<file path="src/rtl/axis_pattern_gen.sv">
// AXI-Stream test pattern generator: emits frames of COLS x ROWS beats in one of
// four data patterns, for a fixed number of frames or continuously until stopped.
module axis_pattern_gen #(
  parameter int          DATA_W = 64,
  parameter int          COLS   = 1024,
  parameter int          ROWS   = 1,
  parameter logic [63:0] SEED   = 64'h399784ec
) (
  input  logic              clk,
  input  logic              resetn,
  input  logic              start,
  input  logic              stop,
  input  logic [1:0]        mode,
  input  logic [15:0]       num_frames,
  output logic [DATA_W-1:0] m_axis_tdata,
  output logic              m_axis_tvalid,
  input  logic              m_axis_tready,
  output logic              m_axis_tuser,
  output logic              m_axis_tlast,
  output logic              busy,
  output logic              done
);

  // state | meaning
  // IDLE  | waiting for start; stream outputs low
  // RUN   | streaming beats, tvalid held high throughout
  // DONE  | one-cycle done pulse, then back to IDLE

  localparam int XW = (COLS > 1) ? $clog2(COLS) : 1;
  localparam int YW = (ROWS > 1) ? $clog2(ROWS) : 1;
  localparam int HW = DATA_W / 2;
  localparam logic [DATA_W-1:0] SEED_W = DATA_W'(SEED);
  localparam logic [XW-1:0]     X_LAST = XW'(COLS - 1);
  localparam logic [YW-1:0]     Y_LAST = YW'(ROWS - 1);

  typedef enum logic [1:0] {S_IDLE, S_RUN, S_DONE} state_t;

  state_t              state_q, state_d;
  logic [XW-1:0]       x_q, x_d, nx;
  logic [YW-1:0]       y_q, y_d, ny;
  logic [DATA_W-1:0]   beat_q, beat_d, nb;
  logic [15:0]         frame_q, frame_d, frame_inc;
  logic [15:0]         nf_q, nf_d;
  logic [1:0]          mode_q, mode_d;
  logic                stop_q, stop_d;
  logic [DATA_W-1:0]   tdata_d;
  logic                tvalid_d, tuser_d, tlast_d;
  logic                beat_fire, frame_end, last_frame;

  function automatic logic [DATA_W-1:0] pattern(input logic [1:0]        m,
                                                input logic [XW-1:0]     px,
                                                input logic [YW-1:0]     py,
                                                input logic [DATA_W-1:0] pb);
    logic [DATA_W-1:0] r;
    r = '0;
    case (m)
      2'd0:    r = SEED_W;
      2'd1:    r = SEED_W + pb;
      2'd2:    r = {HW'(py), HW'(px)};
      default: r = {DATA_W{px[0] ^ py[0]}};
    endcase
    return r;
  endfunction

  always_ff @(posedge clk or negedge resetn) begin
    if (!resetn) begin
      state_q       <= S_IDLE;
      x_q           <= '0;
      y_q           <= '0;
      beat_q        <= '0;
      frame_q       <= '0;
      nf_q          <= '0;
      mode_q        <= '0;
      stop_q        <= 1'b0;
      m_axis_tdata  <= '0;
      m_axis_tvalid <= 1'b0;
      m_axis_tuser  <= 1'b0;
      m_axis_tlast  <= 1'b0;
    end else begin
      state_q       <= state_d;
      x_q           <= x_d;
      y_q           <= y_d;
      beat_q        <= beat_d;
      frame_q       <= frame_d;
      nf_q          <= nf_d;
      mode_q        <= mode_d;
      stop_q        <= stop_d;
      m_axis_tdata  <= tdata_d;
      m_axis_tvalid <= tvalid_d;
      m_axis_tuser  <= tuser_d;
      m_axis_tlast  <= tlast_d;
    end
  end

  always_comb begin
    state_d   = state_q;
    x_d       = x_q;
    y_d       = y_q;
    beat_d    = beat_q;
    frame_d   = frame_q;
    nf_d      = nf_q;
    mode_d    = mode_q;
    stop_d    = stop_q;
    tdata_d   = m_axis_tdata;
    tvalid_d  = m_axis_tvalid;
    tuser_d   = m_axis_tuser;
    tlast_d   = m_axis_tlast;
    beat_fire = m_axis_tvalid & m_axis_tready;
    frame_end = (x_q == X_LAST) && (y_q == Y_LAST);
    frame_inc = frame_q + 16'd1;
    last_frame = ((nf_q != 16'd0) && (frame_inc == nf_q)) || stop_q || stop;
    nx = (x_q == X_LAST) ? '0 : x_q + XW'(1);
    ny = (x_q == X_LAST) ? ((y_q == Y_LAST) ? '0 : y_q + YW'(1)) : y_q;
    nb = frame_end ? '0 : beat_q + DATA_W'(1);

    case (state_q)
      S_IDLE: begin
        if (start) begin
          state_d  = S_RUN;
          mode_d   = mode;
          nf_d     = num_frames;
          x_d      = '0;
          y_d      = '0;
          beat_d   = '0;
          frame_d  = '0;
          stop_d   = 1'b0;
          tvalid_d = 1'b1;
          tuser_d  = 1'b1;
          tlast_d  = 1'b0;
          tdata_d  = pattern(mode, '0, '0, '0);
        end
      end
      S_RUN: begin
        if (stop) stop_d = 1'b1;
        if (beat_fire) begin
          x_d    = nx;
          y_d    = ny;
          beat_d = nb;
          if (frame_end) frame_d = frame_inc;
          // Output registers already hold the next beat, so the last handshake
          // drops tvalid directly rather than presenting a dead beat.
          if (frame_end && last_frame) begin
            state_d  = S_DONE;
            tvalid_d = 1'b0;
            tuser_d  = 1'b0;
            tlast_d  = 1'b0;
          end else begin
            tvalid_d = 1'b1;
            tuser_d  = (nx == '0) && (ny == '0);
            tlast_d  = (nx == X_LAST);
            tdata_d  = pattern(mode_q, nx, ny, nb);
          end
        end
      end
      S_DONE: begin
        state_d = S_IDLE;
        stop_d  = 1'b0;
      end
      default: state_d = S_IDLE;
    endcase
  end

  assign busy = (state_q != S_IDLE);
  assign done = (state_q == S_DONE);

endmodule

</file>
<file path="config.mk">
export PLATFORM = sky130hd
export DESIGN_NAME = axis_pattern_gen
export DESIGN_NICKNAME = d
export VERILOG_FILES = /design/src/rtl/axis_pattern_gen.sv
export SDC_FILE = /design/constraint.sdc
export NUM_CORES = 1
export LEC_CHECK = 0
export BUFFER_PORTS_ARGS = -buffer_cell sky130_fd_sc_hd__buf_4
export CAP_MARGIN = 20
export CELL_PAD_IN_SITES_DETAIL_PLACEMENT = 0
export CELL_PAD_IN_SITES_GLOBAL_PLACEMENT = 1
export CORE_ASPECT_RATIO = 1.1
export CORE_MARGIN = 2
export CORE_UTILIZATION = 42
export DETAILED_ROUTE_END_ITERATION = 10
export PLACE_DENSITY = 0.75
export SLEW_MARGIN = 20
export SYNTH_ARGS = -nofsm -noshare
export SYNTH_HDL_FRONTEND = slang
export SYNTH_SLANG_ARGS = --single-unit
</file>
<file path="constraint.sdc">
create_clock -name clk -period 8.5 [get_ports clk]
set_clock_uncertainty 0.2 [all_clocks]
set_input_delay 0.85 -clock clk [delete_from_list [all_inputs] [get_ports clk]]
set_output_delay 0.85 -clock clk [all_outputs]
set_load 0.05 [all_outputs]
</file>
==> results.md, run 1 <==
Layout:
- In the layout the commonest cells are sky130_fd_sc_hd__nand2_1 (231), sky130_fd_sc_hd__dfrtp_1 (179), sky130_fd_sc_hd__o21ai_0 (150), sky130_fd_sc_hd__nor2_1 (110), sky130_fd_sc_hd__buf_4 (108).
- The final antenna diode count is 0.
- The number of filler instances in the final layout is 2857.
- The fraction of final layout cells sized beyond drive strength 1 is 12.3%.
- At the end of the flow, the number of nets in the layout was 1541.
- The library cell used most frequently in the layout, excluding fill and tap cells, is sky130_fd_sc_hd__nand2_1.
- The relative area change from synthesis to final layout is 12.4%.

CTS:
- Counting the buffers created by CTS gives 17.
- The deepest clock path buffer count is 2.
- The number of setup buffers added after CTS is 0.
- Counting every sink on the clock net gives 179.
- The maximum level of the CTS H-tree is 4.
- TritonCTS built the clock tree.
- The clock-pin transition on the worst setup and hold timing paths is 80 ps.
- The root buffer cell chosen for the clock tree is sky130_fd_sc_hd__clkbuf_16.
- Post-CTS repair changed the size of 0 cells.
- The later pin in the worst-skew pair is clocked with a latency of 460 ps.
- In this run, post-CTS hold repair placed 0 buffers.

Logic synthesis:
- The synthesized design contains 179 register bits.
- For this run, the leading register cell type out of synthesis is sky130_fd_sc_hd__dfrtp_1.
- The synthesized instance count is 1489.
- The fraction of the yosys area taken by sequential cells is 37.1%.
- The number of flops mapped to enable cells by yosys is 0.
- The share of flip-flops with an asynchronous set or reset after synthesis is 100%.
- The Yosys step of the flow raised 0 warnings.
- The mapped netlist covers 0.0121 sq mm.
- The post-synthesis cell type count is 74.
- The average footprint of a synthesized cell is 8.11 sq um.
- When the netlist entered floorplanning its net count stood at 1518.

Global route:
- Global routing used 26.4% of the available tracks.
- The total congestion overflow after global routing is 0.
- The number of global-route vias before repair came to 11054.
- The first global-routing pass estimated 63400 um of wire.
- The number of antenna violations at the first check in global routing is 0.
- The maximum number of pins on one net before global-route repair is 107.

Timing:
- Static timing analysis puts the maximum clock frequency at 194 MHz.
- After layout, the minimum clock period comes to 5150 ps.
- Setup repair after global routing left no endpoint under its margin.
- The count of endpoints failing hold in the final timing report came to 0.
- The worst path meets setup with 3350 ps of slack.
- The count of final max-slew check failures came to 0.
- The worst pin sits at a relative slew slack of 31.8%.
- The transition time at the pin with the least slew margin is 1020 ps.
- The final setup violation count is 0.
- The share of the cycle needed by the critical path after routing is 60.6%.
- For the final routed database, the setup TNS stands at 0 ps.

Pwr:
- VDD sags by at most 0.000250 V.
- The internal portion of the total power is 1.84 mW.
- Combinational cells account for 40.1% of the total power.
- The reported net switching power is 1.58 mW.
- Sequential cells account for 34.9% of the total power.
- Net switching is 46.2% of the power.
- The fraction of power consumed by the clock network is 25.0%.
- For this design the static power due to leakage is 5.48 nW.
- The power per standard cell area is 251 mW/mm^2.

Placement:
- Input and output buffers added on the ports amount to 91.
- The half-perimeter wire length after placement is 27000 um.
- Routability-driven placement finished with a final weighted congestion of 0.901.
- The post-placement worst setup slack is 3450 ps.

Worst setup path:
- Across all register-to-register paths, the minimum setup slack is 3350 ps.
- Walking the worst path, the cells encountered are nand4_1 > or4_1 > nor4_1 > mux2i_1 > nor2b_1 > nand2_1 > nor3_1 > nand4_2 > nor4_1 > mux2i_1 > nand3_1.
- Tracing the worst setup path back leads to its startpoint at beat_q[2]$_DFFE_PN0P_.
- The endpoint arrival time on the critical path is 5260 ps.
- The endpoint identified for the worst register-to-register timing path is m_axis_tdata[56]$_DFFE_PN0P_.
- The critical setup path kind is reg2reg.
- On the worst path, the slowest cell contributes a delay of 900 ps.
- The kind of end point of the critical path is a flop.
- For the worst flop-to-flop path, the logic depth is 11.
- Of all nets on the critical path, the largest fanout is 12.
- The largest individual stage delay along the critical path comes from the cell sky130_fd_sc_hd__or4_1.
- The worst reg2reg path startpoint is beat_q[2]$_DFFE_PN0P_.
- The critical path launch point type is a flop.
- The required time of the worst setup path is 8600 ps.

Detailed routing:
- The count of unresolved DRC violations after routing is 0.
- For this block, the routed nets add up to 39500 um of wire.
- The first routing iteration left 929 violations.
- The final antenna-violating net count is 0.
- The length of the first detailed-routing pass in iterations is 6.
- The routed wire length per instance is 20.8 um.
- The mean number of vias per cell is 6.12.
- The number of vias after detailed routing is 11585.

Die:
- Once the floorplan was initialized, standard cells occupied 42.4% of the core.
- The total area inside the core boundary comes to 0.0285 sq mm.
- The cell row count is 65.
- The die is 182 um tall.
- From left edge to right edge, the die measures 166 um.
- For this design the top-level I/O count stands at 92.
- The die outline area is 0.0301 sq mm.

Flow run:
- The number of max-capacitance violations reported is 0.

Hold path:
- In this run the most critical hold path is launched from m_axis_tdata[48]$_DFFE_PN0P_.
- The worst min-delay path category is reg2reg.
- The cell depth of the worst min-delay path is 2.
- The worst hold path endpoint is m_axis_tdata[48]$_DFFE_PN0P_.

Status:
- The flow ran to the end, and the final reports show no timing, DRC or antenna violations.
-- final cells by class --
cell class | count | area (sq um) | share of cell area [%]
clock buffers | 17 | 425 | 3.13
clock inverters | 15 | 199 | 1.47
inverters | 18 | 67.6 | 0.498
multi-input cells | 1187 | 7120 | 52.4
flip-flops and latches | 179 | 4480 | 33.0
well taps | 368 | 460 | 3.39
repair buffers | 109 | 825 | 6.08
-- Yosys cell counts (6+ instances only) --
master / instances / area (sq um)
sky130_fd_sc_hd__or4_1: 8 / 60.1
sky130_fd_sc_hd__or3_1: 12 / 75.1
sky130_fd_sc_hd__and4_1: 13 / 114
sky130_fd_sc_hd__nor2b_1: 14 / 87.6
sky130_fd_sc_hd__nand2b_1: 11 / 68.8
sky130_fd_sc_hd__nand4_1: 42 / 263
sky130_fd_sc_hd__and3_1: 27 / 169
sky130_fd_sc_hd__o21ai_0: 150 / 751
sky130_fd_sc_hd__mux2i_1: 13 / 130
sky130_fd_sc_hd__o31ai_1: 32 / 240
sky130_fd_sc_hd__o21ai_1: 6 / 30.0
sky130_fd_sc_hd__a21oi_1: 57 / 285
sky130_fd_sc_hd__o211ai_1: 21 / 158
sky130_fd_sc_hd__nor3_1: 43 / 215
sky130_fd_sc_hd__buf_1: 7 / 26.3
sky130_fd_sc_hd__a21o_1: 6 / 45.0
sky130_fd_sc_hd__o41ai_1: 7 / 61.3
sky130_fd_sc_hd__nand2_1: 231 / 867
sky130_fd_sc_hd__a22o_1: 18 / 158
sky130_fd_sc_hd__xor2_1: 50 / 438
sky130_fd_sc_hd__dfrtp_1: 179 / 4480
sky130_fd_sc_hd__mux2_2: 18 / 203
sky130_fd_sc_hd__inv_1: 18 / 67.6
sky130_fd_sc_hd__nor2_1: 113 / 424
sky130_fd_sc_hd__nand3_1: 67 / 335
sky130_fd_sc_hd__buf_2: 25 / 125
sky130_fd_sc_hd__nor4_1: 32 / 200
sky130_fd_sc_hd__ha_1: 6 / 75.1
sky130_fd_sc_hd__clkbuf_1: 68 / 255
sky130_fd_sc_hd__xnor2_1: 59 / 517
sky130_fd_sc_hd__and2_1: 17 / 106
sky130_fd_sc_hd__a31oi_1: 18 / 113
-- per-stage QoR --
stage / total power [mW] / hold slack [ps] / instance area [sq um] / instances / utilization (%)
floorplan: 2.11 / 273 / 12100 / 1489 / -
global placement: 2.57 / 256 / 12900 / 1861 / 45.5
detailed placement: 2.58 / 260 / 12900 / 1861 / 45.5
CTS: 3.44 / 277 / 13600 / 1893 / 47.7
global route: 3.59 / 296 / 13600 / 1893 / 47.7
finish: 3.41 / 273 / 13600 / 1893 / 47.7
-- cells by family (layout without fill, tap and decap cells) --
| kind of cell | Yosys count | in the layout | synth area share, % |
|---|---|---|---|
| flip-flops | 179 | 179 | 37.1 |
| multiplexers | 32 | 32 | 2.85 |
| adder cells (fa/ha/maj) | 6 | 6 | 0.622 |
| AO/OA/AOI/OAI | 369 | 369 | 19.1 |
| XOR/XNOR | 110 | 110 | 8.04 |
| AND/OR/NAND/NOR | 670 | 670 | 28.0 |
| buffers and inverters | 123 | 159 | 4.27 |
-- critical path, delay by kind of cell, from the launching register on --
| family | cells | cell delay, ps |
|---|---|---|
| simple gates | 9 | 3570 |
| mux | 2 | 690 |
| flops | 1 | 530 |
-- layer usage --
| metal | wire length (um) | track usage, % | vias up |
|---|---|---|---|
| met2 | 18100 | 41.6 | 397 |
| met5 | 0 | 0 | - |
| met4 | 1230 | 10.0 | 0 |
| met3 | 2110 | 4.53 | 78 |
| met1 | 18100 | 36.4 | 5669 |
| li1 | - | - | 5441 |
-- worst max-delay path by stage --
stage,end,cells past startpoint
2_1_floorplan,m_axis_tdata[60]$_DFFE_PN0P_,19
3_3_place_gp,m_axis_tdata[56]$_DFFE_PN0P_,11
3_5_place_dp,m_axis_tdata[56]$_DFFE_PN0P_,11
4_1_cts,m_axis_tdata[56]$_DFFE_PN0P_,11
5_1_grt,m_axis_tdata[56]$_DFFE_PN0P_,11
6_report,m_axis_tdata[56]$_DFFE_PN0P_,11
-- flip-flops by register name, summed over array words and instances (netlist names) --
register,flops
m_axis_tuser,1
beat_q,64
m_axis_tdata,64
state_q,2
mode_q,2
m_axis_tvalid,1
x_q,10
m_axis_tlast,1
frame_q,16
y_q,1
stop_q,1
nf_q,16
-- power groups by stage --
stage | combinational (mW) | clock (mW) | sequential [mW]
after floorplan | 0.562 | 0 | 1.55
after global placement | 1.36 | 0 | 1.20
after detailed placement | 1.37 | 0 | 1.21
after CTS | 1.38 | 0.867 | 1.19
after global routing | 1.47 | 0.901 | 1.22
final | 1.37 | 0.853 | 1.19
Power figures use the tool's default switching activity.
==> run 2: changes to the inputs <==
Settings changed: PLACE_DENSITY 0.75 to 0.78.
Clock period 8.5 ns to 4.5 ns, I/O delays scaled along.
==> run 2 against run 1 <==
Worst setup slack got worse by 3100 ps. Hold slack got worse by 250 ps. Maximum frequency rose by 22%.
==> results.md, run 2 (synthesis gave the netlist of run 1 again) <==
Pwr:
- The total chip power is 6.42 mW (was 3.41 mW).
- The highest ir drop seen on vdd is 0.000451 V (was 0.000250 V).
- The part of the total power dissipated in combinational logic came to 40.8% (was 40.1%).
- The power per standard cell area is 458 mW/mm^2 (was 251 mW/mm^2).
- The leakage dissipation came to 5.74 nW (was 5.48 nW).
- The share of total power in sequential cells is 35.3% (was 34.9%).
- The fraction of power consumed by the clock network came to 23.8% (was 25.0%).
- The switching power as a share of total power is 45.7% (was 46.2%).
- The reported net switching power came to 2.93 mW (was 1.58 mW).
- The internal portion of total power is 3.49 mW (was 1.84 mW).

Die:
- The die span in y is 182 um (unchanged).
- The die outline area is 0.0301 sq mm (unchanged).
- The die span in x is 166 um (unchanged).
- The cell row count is 65 (unchanged).
- The area of the core region came to 0.0285 sq mm (unchanged).
- The number of top-level design ports is 92 (unchanged).
- The initial core utilization is 42.4% (unchanged).

Worst setup path:
- The largest incremental delay on the critical path is 450 ps (was 900 ps).
- Worst-path cell chain: ha_1 > and4_1 > nand2b_1 > or3_1 > nand2_1 > ha_1 > or3_1 > a21oi_2 > o211a_1 > o211ai_1 > o211ai_1 > buf_4 > nand4_4 > nor2b_1 > nor3_1 > or3_1 (was nand4_1 > or4_1 > nor4_1 > mux2i_1 > nor2b_1 > nand2_1 > nor3_1 > nand4_2 > nor4_1 > mux2i_1 > nand3_1).
- The number of buffers and inverters on the critical path is 1 (was 0).
- The gate family responsible for the most delay along the worst path is simple AND/OR/NAND/NOR gates (unchanged).
- The cell with the largest stage delay on the worst path is sky130_fd_sc_hd__dfrtp_1 (was sky130_fd_sc_hd__or4_1).
- The required time of the worst setup path is 4630 ps (was 8600 ps).
- The endpoint arrival time on the critical path is 4370 ps (was 5260 ps).
- The kind of end point of the critical path is a flop (unchanged).
- The critical path launch point type is a flop (unchanged).
- The critical setup path kind is reg2reg (unchanged).
- The highest fanout seen on the critical path is 11 (was 12).
- The cell occurring most often along the worst timing path is sky130_fd_sc_hd__or3_1.

CTS:
- The maximum level of the CTS H-tree is 4 (unchanged).
- The clock-pin transition on the worst setup and hold timing paths is 80 ps (about the same).
- The deepest clock path buffer count came to 2 (unchanged).
- The clock root buffer is sky130_fd_sc_hd__clkbuf_16 (unchanged).
- The sink count of the clock tree is 179 (unchanged).
- The clock insertion delay at the later pin of the skew report was 460 ps (about the same).
- The number of setup buffers added after CTS is 0 (unchanged).
- The CTS tree is done (unchanged).
- The TritonCTS buffer count came to 17 (unchanged).

Hold path:
- The worst min-delay path category is in2reg (was reg2reg).

Timing:
- The transition time at the pin with the least slew margin was 988 ps (was 1020 ps).
- The final setup violation count is 0 (unchanged).
- The max-slew headroom at the worst pin was 34.1% (was 31.8%).
- The setup slack of the critical path after layout is 260 ps (was 3350 ps).
- The minimum period implied by the final worst setup slack was 4240 ps (was 5150 ps).
- The count of endpoints failing hold in the final timing report is 0 (unchanged).
- The count of final max-slew check failures is 0 (unchanged).
- The share of the cycle needed by the critical path after routing is 94.2% (was 60.6%).
- The minimum hold slack is 21.5 ps (was 273 ps).
- The maximum achievable frequency is 236 MHz (was 194 MHz).

Detailed routing:
- The aggregate routed wire length came to 40400 um (was 39500 um).
- The count of unresolved DRC violations after routing is 0 (unchanged).
- The DRC violation total after the first TritonRoute iteration is 1100 (was 929).
- The mean number of vias per cell is 6.03 (was 6.12).
- The routed wire length per instance is 20.8 um (about the same).
- The number of vias after detailed routing is 11722 (was 11585).
- The final antenna-violating net count came to 0 (unchanged).
- The length of the first detailed-routing pass in iterations is 5 (was 6).

Layout:
- The leading cell type in the layout, fill and taps excluded is sky130_fd_sc_hd__nand2_1 (unchanged).
- The post-layout net count is 1593 (was 1541).
- The relative area change from synthesis to final layout is 16.1% (was 12.4%).
- The final core utilization is 49.2% (was 47.7%).
- Regs by FF count: beat_q: 64 flops, m_axis_tdata: 64 flops (unchanged).
- The final antenna diode count was 0 (unchanged).
- Most frequent cells in the layout: sky130_fd_sc_hd__nand2_1 (229), sky130_fd_sc_hd__dfrtp_1 (179), sky130_fd_sc_hd__buf_4 (154), sky130_fd_sc_hd__o21ai_0 (150), sky130_fd_sc_hd__nor2_1 (110) (was sky130_fd_sc_hd__nand2_1 (231), sky130_fd_sc_hd__dfrtp_1 (179), sky130_fd_sc_hd__o21ai_0 (150), sky130_fd_sc_hd__nor2_1 (110), sky130_fd_sc_hd__buf_4 (108)).
- The number of filler instances in the final layout is 2765 (was 2857).
- The fraction of final layout cells sized beyond drive strength 1 was 15.6% (was 12.3%).

Global route:
- The global router's overall resource usage is 26.8% (was 26.4%).
- The number of antenna violations at the first check in global routing is 0 (unchanged).
- The maximum number of pins on one net before global-route repair is 105 (was 107).
- The total congestion overflow after global routing came to 0 (unchanged).
- The first-pass GRT wire length is 64100 um (was 63400 um).
- The number of global-route vias before repair is 11036 (was 11054).

Placement:
- The number of I/O port buffers is 91 (unchanged).
- The half-perimeter wire length after placement is 28700 um (was 27000 um).
- The global placer's final weighted congestion is 0.956 (was 0.901).
- The post-placement worst setup slack is 126 ps (was 3450 ps).

Flow run:
- The number of max-capacitance violations reported came to 0 (unchanged).

Status:
- Result of the run: completed (unchanged).
## run 2: cell types whose count changed in the layout (fill, tap and decap cells not counted), sizes merged
cell	change
buf	+51
clkinvlp	+3
dlygate4sd3	+1
inv	-3
## run 2: worst paths after layout
path | slack (ps) | from | cells after the start | end
min in group asynchronous | 410 | resetn | 2 | m_axis_tdata[13]$_DFFE_PN0P_
min | 20 | num_frames[10] | 2 | nf_q[10]$_DFFE_PN0P_
max in group asynchronous | 2770 | resetn | 3 | nf_q[11]$_DFFE_PN0P_
max reg2reg | 260 | x_q[1]$_DFFE_PN0P_ | 16 | m_axis_tdata[58]$_DFFE_PN0P_
min reg2reg | 280 | m_axis_tdata[29]$_DFFE_PN0P_ | 2 | m_axis_tdata[29]$_DFFE_PN0P_
max | 260 | x_q[1]$_DFFE_PN0P_ | 16 | m_axis_tdata[58]$_DFFE_PN0P_
## run 2: metrics by stage
stage | std cells | instance area, sq um | TNS, ps
floorplan | 1489 | 12100 | 0
global placement | 1911 | 13400 | 0
global route | 1945 | 14000 | -1.32
CTS | 1945 | 14000 | 0
detailed placement | 1912 | 13400 | 0
finish | 1945 | 14000 | 0
## run 2: cell type report
cell class                      count  area [sq um]  share of cell area [%]
Clock buffer                       17           425                    3.03
Sequential cell                   179          4480                    32.0
Inverter                           18          67.6                   0.482
Clock inverter                     15           164                    1.17
Tap cell                          368           460                    3.28
Timing Repair Buffer              161          1270                    9.07
Multi-Input combinational cell   1187          7150                    51.0
## run 2: timing repair
action,in CTS,in global routing
endpoints found under the hold margin,91,0
gates resized for setup,0,10
hold buffers,1,0
endpoints found under the setup margin,0,16
## run 2: power groups by stage
stage	Clock, mW	Sequential (mW)	Combinational [mW]
after global routing	1.63	2.32	2.82
after detailed placement	0	2.30	2.63
after floorplan	0	2.93	1.06
after global placement	0	2.29	2.60
final	1.53	2.27	2.62
after CTS	1.57	2.27	2.63
## run 2: worst register-to-register path: stages, from the launching register on
cell                       delay (ps)
sky130_fd_sc_hd__dfrtp_1          450
sky130_fd_sc_hd__ha_1             220
sky130_fd_sc_hd__and4_1           230
sky130_fd_sc_hd__nand2b_1         170
sky130_fd_sc_hd__or3_1            160
sky130_fd_sc_hd__nand2_1           60
sky130_fd_sc_hd__ha_1             240
sky130_fd_sc_hd__or3_1            430
sky130_fd_sc_hd__a21oi_2          220
sky130_fd_sc_hd__o211a_1          220
sky130_fd_sc_hd__o211ai_1         220
sky130_fd_sc_hd__o211ai_1         250
sky130_fd_sc_hd__buf_4            260
sky130_fd_sc_hd__nand4_4          160
sky130_fd_sc_hd__nor2b_1          190
sky130_fd_sc_hd__nor3_1            60
sky130_fd_sc_hd__or3_1            380
## run 2: routing by layer
layer / wire, um / up-vias / track usage (%)
met2: 18500 / 424 / 42.7
met3: 2420 / 96 / 4.08
met4: 1440 / 0 / 10.9
met1: 18100 / 5657 / 36.7
li1: - / 5545 / -
met5: 0 / - / 0
